<file path="src/rtl/hd44780_responder.sv">
// hd44780_responder: display-side model of the HD44780 LCD bus.
// Holds the 80-cell DDRAM, AC, BF and display state; answers status/data reads.
module hd44780_responder #(
    parameter int unsigned BUSY_CYCLES  = 2000,
    parameter int unsigned CLEAR_CYCLES = 82000
) (
    input  logic       clk,
    input  logic       reset,
    input  logic       E,
    input  logic       RS,
    input  logic       RW,
    input  logic [7:0] data_in,
    output logic [7:0] data_out,
    output logic       data_oe,
    output logic       busy,
    output logic [6:0] ac,
    output logic       disp_on,
    output logic       cursor_on,
    output logic       blink_on,
    output logic       two_line,
    output logic       wr_strobe,
    output logic [7:0] wr_char,
    output logic       busy_violation,
    input  logic [6:0] dbg_addr,
    output logic [7:0] dbg_char
);

    localparam int unsigned MAXC = (CLEAR_CYCLES > BUSY_CYCLES) ? CLEAR_CYCLES : BUSY_CYCLES;
    localparam int TW = $clog2(MAXC + 1);
    localparam logic [TW-1:0] T_BUSY  = TW'(BUSY_CYCLES);
    localparam logic [TW-1:0] T_CLEAR = TW'(CLEAR_CYCLES);
    localparam int NCELL = 80;

    typedef enum logic {S_IDLE, S_CLEAR} state_t;

    // Returns {valid, cell index}; two-line mode folds 0x40-0x67 onto cells 40-79.
    function automatic logic [7:0] map_addr(input logic [6:0] a, input logic n);
        logic [7:0] r;
        r = 8'h00;
        if (n) begin
            if (a <= 7'h27) r = {1'b1, a};
            else if (a >= 7'h40 && a <= 7'h67) r = {1'b1, a - 7'd24};
        end else if (a <= 7'h4f) begin
            r = {1'b1, a};
        end
        return r;
    endfunction

    function automatic logic [6:0] step_addr(input logic [6:0] a, input logic inc,
                                             input logic n);
        logic [6:0] r;
        r = inc ? a + 7'd1 : a - 7'd1;
        if (n) begin
            if (inc && a == 7'h27) r = 7'h40;
            else if (inc && a == 7'h67) r = 7'h00;
            else if (!inc && a == 7'h00) r = 7'h67;
            else if (!inc && a == 7'h40) r = 7'h27;
        end else begin
            if (inc && a == 7'h4f) r = 7'h00;
            else if (!inc && a == 7'h00) r = 7'h4f;
        end
        return r;
    endfunction

    state_t          state_q, state_d;
    logic [TW-1:0]   timer_q, timer_d;
    logic [6:0]      clr_idx_q, clr_idx_d;
    logic [7:0]      mem_q [NCELL];
    logic [7:0]      mem_d [NCELL];
    logic [6:0]      ac_q, ac_d;
    logic            id_q, id_d;
    logic            s_q, s_d;
    logic            d_q, d_d;
    logic            c_q, c_d;
    logic            b_q, b_d;
    logic            n_q, n_d;
    logic [10:0]     sync1_q, sync1_d;
    logic [10:0]     sync2_q, sync2_d;
    logic [7:0]      data_out_q, data_out_d;
    logic            wr_strobe_q, wr_strobe_d;
    logic [7:0]      wr_char_q, wr_char_d;
    logic            viol_q, viol_d;

    logic            e_s, rs_s, rw_s, fall, busy_int;
    logic [7:0]      din_s, ac_map, dbg_map, rd_data;

    assign e_s   = sync2_q[10];
    assign rs_s  = sync2_q[9];
    assign rw_s  = sync2_q[8];
    assign din_s = sync2_q[7:0];
    assign fall  = sync2_q[10] & ~sync1_q[10];

    assign busy_int = (timer_q != '0) || (state_q == S_CLEAR);
    assign ac_map   = map_addr(ac_q, n_q);
    assign dbg_map  = map_addr(dbg_addr, n_q);

    always_comb begin
        rd_data = {busy_int, ac_q};
        if (rs_s) rd_data = ac_map[7] ? mem_q[ac_map[6:0]] : 8'h00;
    end

    always_comb begin
        state_d     = state_q;
        timer_d     = (timer_q != '0) ? timer_q - 1'b1 : timer_q;
        clr_idx_d   = clr_idx_q;
        mem_d       = mem_q;
        ac_d        = ac_q;
        id_d        = id_q;
        s_d         = s_q;
        d_d         = d_q;
        c_d         = c_q;
        b_d         = b_q;
        n_d         = n_q;
        sync1_d     = {E, RS, RW, data_in};
        sync2_d     = sync1_q;
        data_out_d  = data_oe ? rd_data : data_out_q;
        wr_strobe_d = 1'b0;
        wr_char_d   = wr_char_q;
        viol_d      = 1'b0;

        unique case (state_q)
            S_CLEAR: begin
                mem_d[clr_idx_q] = 8'h20;
                if (clr_idx_q == 7'(NCELL - 1)) begin
                    state_d   = S_IDLE;
                    clr_idx_d = 7'd0;
                    ac_d      = 7'd0;
                    id_d      = 1'b1;
                end else begin
                    clr_idx_d = clr_idx_q + 7'd1;
                end
            end
            S_IDLE: begin
                if (fall && rw_s) begin
                    if (rs_s) ac_d = step_addr(ac_q, id_q, n_q);
                end else if (fall && busy_int) begin
                    viol_d = 1'b1;
                end else if (fall && rs_s) begin
                    timer_d = T_BUSY;
                    ac_d    = step_addr(ac_q, id_q, n_q);
                    if (ac_map[7]) begin
                        mem_d[ac_map[6:0]] = din_s;
                        wr_strobe_d        = 1'b1;
                        wr_char_d          = din_s;
                    end
                end else if (fall) begin
                    timer_d = T_BUSY;
                    if (din_s[7]) begin
                        ac_d = din_s[6:0];
                    end else if (din_s[6]) begin
                        // CGRAM address: no character generator modelled
                    end else if (din_s[5]) begin
                        n_d = din_s[3];
                    end else if (din_s[4]) begin
                        if (!din_s[3]) ac_d = step_addr(ac_q, din_s[2], n_q);
                    end else if (din_s[3]) begin
                        {d_d, c_d, b_d} = din_s[2:0];
                    end else if (din_s[2]) begin
                        id_d = din_s[1];
                        s_d  = din_s[0];
                    end else if (din_s[1]) begin
                        ac_d    = 7'd0;
                        timer_d = T_CLEAR;
                    end else if (din_s[0]) begin
                        state_d   = S_CLEAR;
                        clr_idx_d = 7'd0;
                        timer_d   = T_CLEAR;
                    end
                end
            end
            default: state_d = S_IDLE;
        endcase
    end

    always_ff @(posedge clk or posedge reset) begin
        if (reset) begin
            state_q     <= S_IDLE;
            timer_q     <= '0;
            clr_idx_q   <= 7'd0;
            for (int i = 0; i < NCELL; i++) mem_q[i] <= 8'h20;
            ac_q        <= 7'd0;
            id_q        <= 1'b1;
            s_q         <= 1'b0;
            d_q         <= 1'b0;
            c_q         <= 1'b0;
            b_q         <= 1'b0;
            n_q         <= 1'b1;
            sync1_q     <= '0;
            sync2_q     <= '0;
            data_out_q  <= 8'h00;
            wr_strobe_q <= 1'b0;
            wr_char_q   <= 8'h00;
            viol_q      <= 1'b0;
        end else begin
            state_q     <= state_d;
            timer_q     <= timer_d;
            clr_idx_q   <= clr_idx_d;
            mem_q       <= mem_d;
            ac_q        <= ac_d;
            id_q        <= id_d;
            s_q         <= s_d;
            d_q         <= d_d;
            c_q         <= c_d;
            b_q         <= b_d;
            n_q         <= n_d;
            sync1_q     <= sync1_d;
            sync2_q     <= sync2_d;
            data_out_q  <= data_out_d;
            wr_strobe_q <= wr_strobe_d;
            wr_char_q   <= wr_char_d;
            viol_q      <= viol_d;
        end
    end

    assign data_oe        = e_s & rw_s;
    assign data_out       = data_out_q;
    assign busy           = busy_int;
    assign ac             = ac_q;
    assign disp_on        = d_q;
    assign cursor_on      = c_q;
    assign blink_on       = b_q;
    assign two_line       = n_q;
    assign wr_strobe      = wr_strobe_q;
    assign wr_char        = wr_char_q;
    assign busy_violation = viol_q;
    assign dbg_char       = dbg_map[7] ? mem_q[dbg_map[6:0]] : 8'h00;

endmodule

</file>
<file path="config.mk">
export PLATFORM = sky130hd
export DESIGN_NAME = hd44780_responder
export DESIGN_NICKNAME = d
export VERILOG_FILES = /design/src/rtl/hd44780_responder.sv
export SDC_FILE = /design/constraint.sdc
export NUM_CORES = 2
export LEC_CHECK = 0
export CORE_MARGIN = 10
export CORE_UTILIZATION = 31
export DETAILED_ROUTE_END_ITERATION = 12
export PLACE_DENSITY = 0.42
export SETUP_SLACK_MARGIN = 0.1
export SLEW_MARGIN = 20
export SYNTH_ARGS = -nofsm -noshare
export SYNTH_HDL_FRONTEND = slang
export SYNTH_SLANG_ARGS = --single-unit
</file>
<file path="constraint.sdc">
create_clock -name clk -period 66.9 [get_ports clk]
set_input_delay 10.035 -clock clk [delete_from_list [all_inputs] [get_ports clk]]
set_output_delay 10.035 -clock clk [all_outputs]
set_load 0.01 [all_outputs]
</file>
Yosys cells after proc, flatten, opt, wreduce, memory -nomap -nowiden:

Cells that the tools add are included.

* reduce and logical (&&, ||, !) cells: 29
* $add $sub $neg: 6
* multiplexer cells: 120
* $lt $le $gt $ge: 13
* equality and inequality tests: 29
* bitwise logic cells: 17

Operator list (number)
* $mux 640: 4
* $pmux 640 s2: 1
* $bwmux 640: 1
* $and 560x560->560: 1
* $not 560->560: 1
* $mux 7: 43
* $mux 17: 14
* $mux 8: 17
* $bmux 8 s7: 2
* $demux 8 s7: 2
* $or 80x80->80: 1
* $mux 1: 32
* $ne 2x2->1 const B: 15
* $eq 7x7->1 const B: 4
* $le 7x7->1 const B: 4
* $pmux 7 s2: 2
* $ge 8x8->1 const B: 3
* $not 7->8: 3
* $logic_and 1x1->1: 17
* $reduce_bool 17->1: 1
* $sub 17x1->17 const B: 1
* $lt 8x1->1 const B: 2
* $ne 5x5->1 const B: 3
* $add 7x1->7 const B: 2
* 22 further kinds: 38

* bits of input ports: 20
* register bits: 717
* logic and storage cells: 309

Longest topological paths before layout:

* depth in word-level cells: 17
* gate-level depth with buffers: 14

Worst setup path after synthesis:

OpenSTA, ideal clock, no wires.

* kind: input to output
* from: input port dbg_addr[0]
* to: output port dbg_char[7]
* buffers on the path: 4
* stages on the path: 12
* data arrival time: 12.513 ns
* setup slack: 44.352 ns
* cell sequence: clkbuf_1 > nand3_1 > and3_1 > clkbuf_1 > o31ai_1 > buf_2 > buf_2 > nand2_1 > a21oi_1 > nor4_1 > or3_1 > o31ai_1

* longest elaborated chain between the ends: 10

Ends and longest elaborated chain
* from (decl): RTL line 24 `input logic [6:0] dbg_addr,`
* $ge 7x7->1 / $le 7x7->1 (equally long branches): RTL line 42 `else if (a >= 7'h40 && a <= 7'h67) r = {1'b1, a - 7'd24};`
* $logic_and 1x1->1: RTL line 42
* $mux 8: RTL line 42
* $mux 8: RTL line 41 `if (a <= 7'h27) r = {1'b1, a};`
* $mux 8 *: RTL line 40 `if (n) begin`
* $not 7->8 (implied by the code): RTL line 226 `assign dbg_char = dbg_map[7] ? mem_q[dbg_map[6:0]] : 8'h00;`
* $bmux 8 s7: RTL line 226
* $mux 8 (implied by the code) (2 in series): RTL line 226
* $mux 8 *: RTL line 226
* to (decl): RTL line 25 `output logic [7:0] dbg_char`

Mark *: on every way between the ends. The rest lies on a longest branch, timed or not. The select of a mux whose other input is x is not followed.

Worst setup path after layout:

* from: input port dbg_addr[1]
* to: output port dbg_char[2]

The elaborated chain is that of the path after synthesis.

==> results_dict.tcl <==
set metrics [dict create \
    status "finished clean" \
    utilization_pct 35.3 \
    cts_sinks 717 \
    cts-htree-levels 3 \
    post_drt_wl_per_cell_um 38.8 \
    layout-drive-gt1-share_pct 12.4 \
    syn-num-nets 4706 \
    worst_slew_pin_slew_ns 1.25 \
    antenna_found_initial 21 \
    synthXorXnorAreaFrac_pct 0.369 \
    clk_latency_ns 0.74 \
    die_w_um 391 \
    syn2layout_area_growth_pct 13.4 \
    avgViaCountPerCell 6.72 \
    final_cell_area_sq_mm 0.0485 \
    cp-end-kind "output port" \
    drc 0 \
    fin_setup_tns_ns 0 \
    cts_tree "done" \
    routed_wl_mm 251 \
    syn_avg_cell_area_sq_um 9.15 \
    ys_types 110 \
    cpPeakStageDelay_ns 0.77 \
    path_cells "clkdlybuf4s50_1, buf_4, nand3_1, and3_1, o31ai_4, buf_4, buf_4, buf_4, mux2_2, nor2_1, a311oi_1, o31ai_1, o32ai_1, clkdlybuf4s50_1" \
    cts_resized 0 \
    rows 136 \
    p_leak_uw 0.0191 \
    die_height_um 391 \
    grt_overflow 0 \
    yosysSeqAreaShare_pct 42.2 \
    holdBufCountCts 0 \
    hold_viol 0 \
    synth_simple_gate_area_share_pct 14.3 \
    io_pins 59 \
    synth_edf_count 0 \
    yosys_most_used_dff "dfrtp_1" \
    first_pass_iters 6 \
    synth_top_family_by_area "compound AO/OA/AOI/OAI gates" \
    synth_area_sq_mm 0.0428 \
    cp.arrival_ns 15.98 \
    fin_crit_sh_pct 38.9 \
    rsz0062_at_grt "no" \
    fin_nets 4613 \
    critPathMaxFanout 54 \
    fmaxAchievable_mhz 38.4 \
    fin_skew_ns 0.0416 \
    portBuffers 58 \
    clkTransAtPathRegs_ns 0.05 \
    hpwl_mm 165 \
    ys_ff_latch 717 \
    p_total_uw 1430 \
    yosysWarnings 0 \
    drt_iter0_drc 6463 \
    start_kind "input pin" \
    dieArea_sq_mm 0.153 \
    setup_viol_count_final 0 \
    synthMuxAreaShare_pct 7.82 \
    vias 43400 \
    clock_path_buffers 3 \
    placed_area_sq_mm 0.0454 \
    gp_congestion 0.989 \
    cp_slowest_cell "o31ai_1" \
    synth-compound-area-share_pct 30.1 \
    grt_usage_pct 31.7 \
    hold_class "flop to flop" \
    relSlewSlack_pct 16.1 \
    post_synth_fa_ha_maj_area_fraction_pct 0.322 \
    grt_pass1_wl_mm 347 \
    max_cap_viol_count 0 \
    period_needed_ns 26.01 \
    post-cts-setup-buffers 0 \
    first_global_vias 40700 \
    ir_drop_mv 0.0267 \
    cp_common_cell "buf_4" \
    holdWs_ns 0.345 \
    cts_buffers 91 \
    antenna_left 0 \
    p_per_area_mw_per_mm2 29.4 \
    worstSetupPathType "input pin to output port" \
    start_util_pct 31.2 \
    cp.required_ns 56.87 \
    slew_violations 0 \
    async_flop_share_pct 100 \
    final_common_cell "dfrtp_1" \
    cts-root-buf "clkbuf_16" \
    syn_inst 4675 \
    mostFrequentLayoutCells "dfrtp_1, nand2_1, nor2_1" \
    core_sq_mm 0.137 \
    grt_max_degree 159 \
]
==> cells by family (layout without fill, tap and decap cells) <==
| kind of cell | after synthesis | in the layout |
|---|---|---|
| AO/OA/AOI/OAI | 1819 | 1819 |
| XOR/XNOR | 18 | 18 |
| adder cells (fa/ha/maj) | 11 | 11 |
| buffers and inverters | 488 | 471 |
| flip-flops | 717 | 717 |
| multiplexers | 324 | 324 |
| other | 0 | 5 |
| AND/OR/NAND/NOR | 1298 | 1298 |
==> stage by stage <==
stage / worst slack, ns / std cells
final: 40.89 / 6457
after global routing: 40.93 / 6452
after CTS: 41.13 / 6452
after detailed placement: 41.16 / 6283
after global placement: 41.18 / 6283
after floorplan: 36.89 / 4675
==> sequential cells by signal, summed over array words and instances (netlist names) <==
| name | flops |
|---|---|
| sync1_q | 11 |
| clr_idx_q | 7 |
| sync2_q | 11 |
| ac | 7 |
| mem_q | 640 |
| id_q | 1 |
| cursor_on | 1 |
| state_q | 1 |
| two_line | 1 |
| data_out | 8 |
| busy_violation | 1 |
| blink_on | 1 |
| timer_q | 17 |
| wr_strobe | 1 |
| disp_on | 1 |
| wr_char | 8 |
==> worst max-delay path: cells and delay by family <==
kind,cells,cell delay [ns]
buffers and inverters,6,3.13
AND/OR/NAND/NOR,3,0.67
AO/OA/AOI/OAI,4,1.58
multiplexers,1,0.41
==> final timing paths <==
path	start	endpoint	slack (ns)	cells past startpoint
max	dbg_addr[1]	dbg_char[2]	40.89	14
min	sync1_q[1]	sync2_q[1]	0.35	0
max reg2reg	ac[0]	data_out[3]	60.01	11
min reg2reg	sync1_q[1]	sync2_q[1]	0.35	0
max in group asynchronous	reset	mem_q[523]	54.63	4
min in group asynchronous	reset	ac[6]	9.87	2
==> routing by layer <==
| layer | vias to the layer above | share of wire [%] | track usage (%) | wire length (um) |
|---|---|---|---|---|
| met5 | - | 0.071 | 0 | 178 |
| met4 | 26 | 6.9 | 19.0 | 17200 |
| met3 | 745 | 12 | 10.0 | 29900 |
| met2 | 3145 | 40 | 44.0 | 101000 |
| met1 | 21800 | 41 | 42.5 | 102000 |
| li1 | 17600 | - | - | - |
==> synthesized netlist by cell type (32+ instances only) <==
master	number	share of area [%]
nand2b_1	33	0.48
o21ai_0	271	3.2
inv_1	85	0.75
o22ai_1	228	3.3
mux2i_1	288	6.7
dfstp_2	82	5.0
buf_2	145	1.7
nor3_1	72	0.84
nor4_1	32	0.47
clkbuf_1	187	1.6
a21oi_1	268	3.1
o31ai_1	42	0.74
a211oi_1	77	1.4
o221ai_1	60	1.2
a22o_1	122	2.5
nand3_1	82	0.96
nand2_1	569	5.0
o2bb2ai_1	229	4.7
dfrtp_1	635	37
buf_1	45	0.39
o21ai_1	96	1.1
nor2_1	312	2.7
a221oi_1	82	1.7
==> where the power goes <==
part	switching, uW	internal, uW	total [uW]
clock	216	304	520
sequential	12.6	444	456
combinational	339	114	453
==> cell type report <==
class / instances / area [sq um]
Fill cell: 13900 / 88800
Multi-Input combinational cell: 3470 / 23000
Sequential cell: 717 / 18100
Clock buffer: 143 / 2750
Tap cell: 1794 / 2240
Timing Repair Buffer: 210 / 1810
Inverter: 92 / 353
Clock inverter: 26 / 312
Antenna cell: 5 / 12.5
Note: power is estimated with default switching activity, not from simulation.
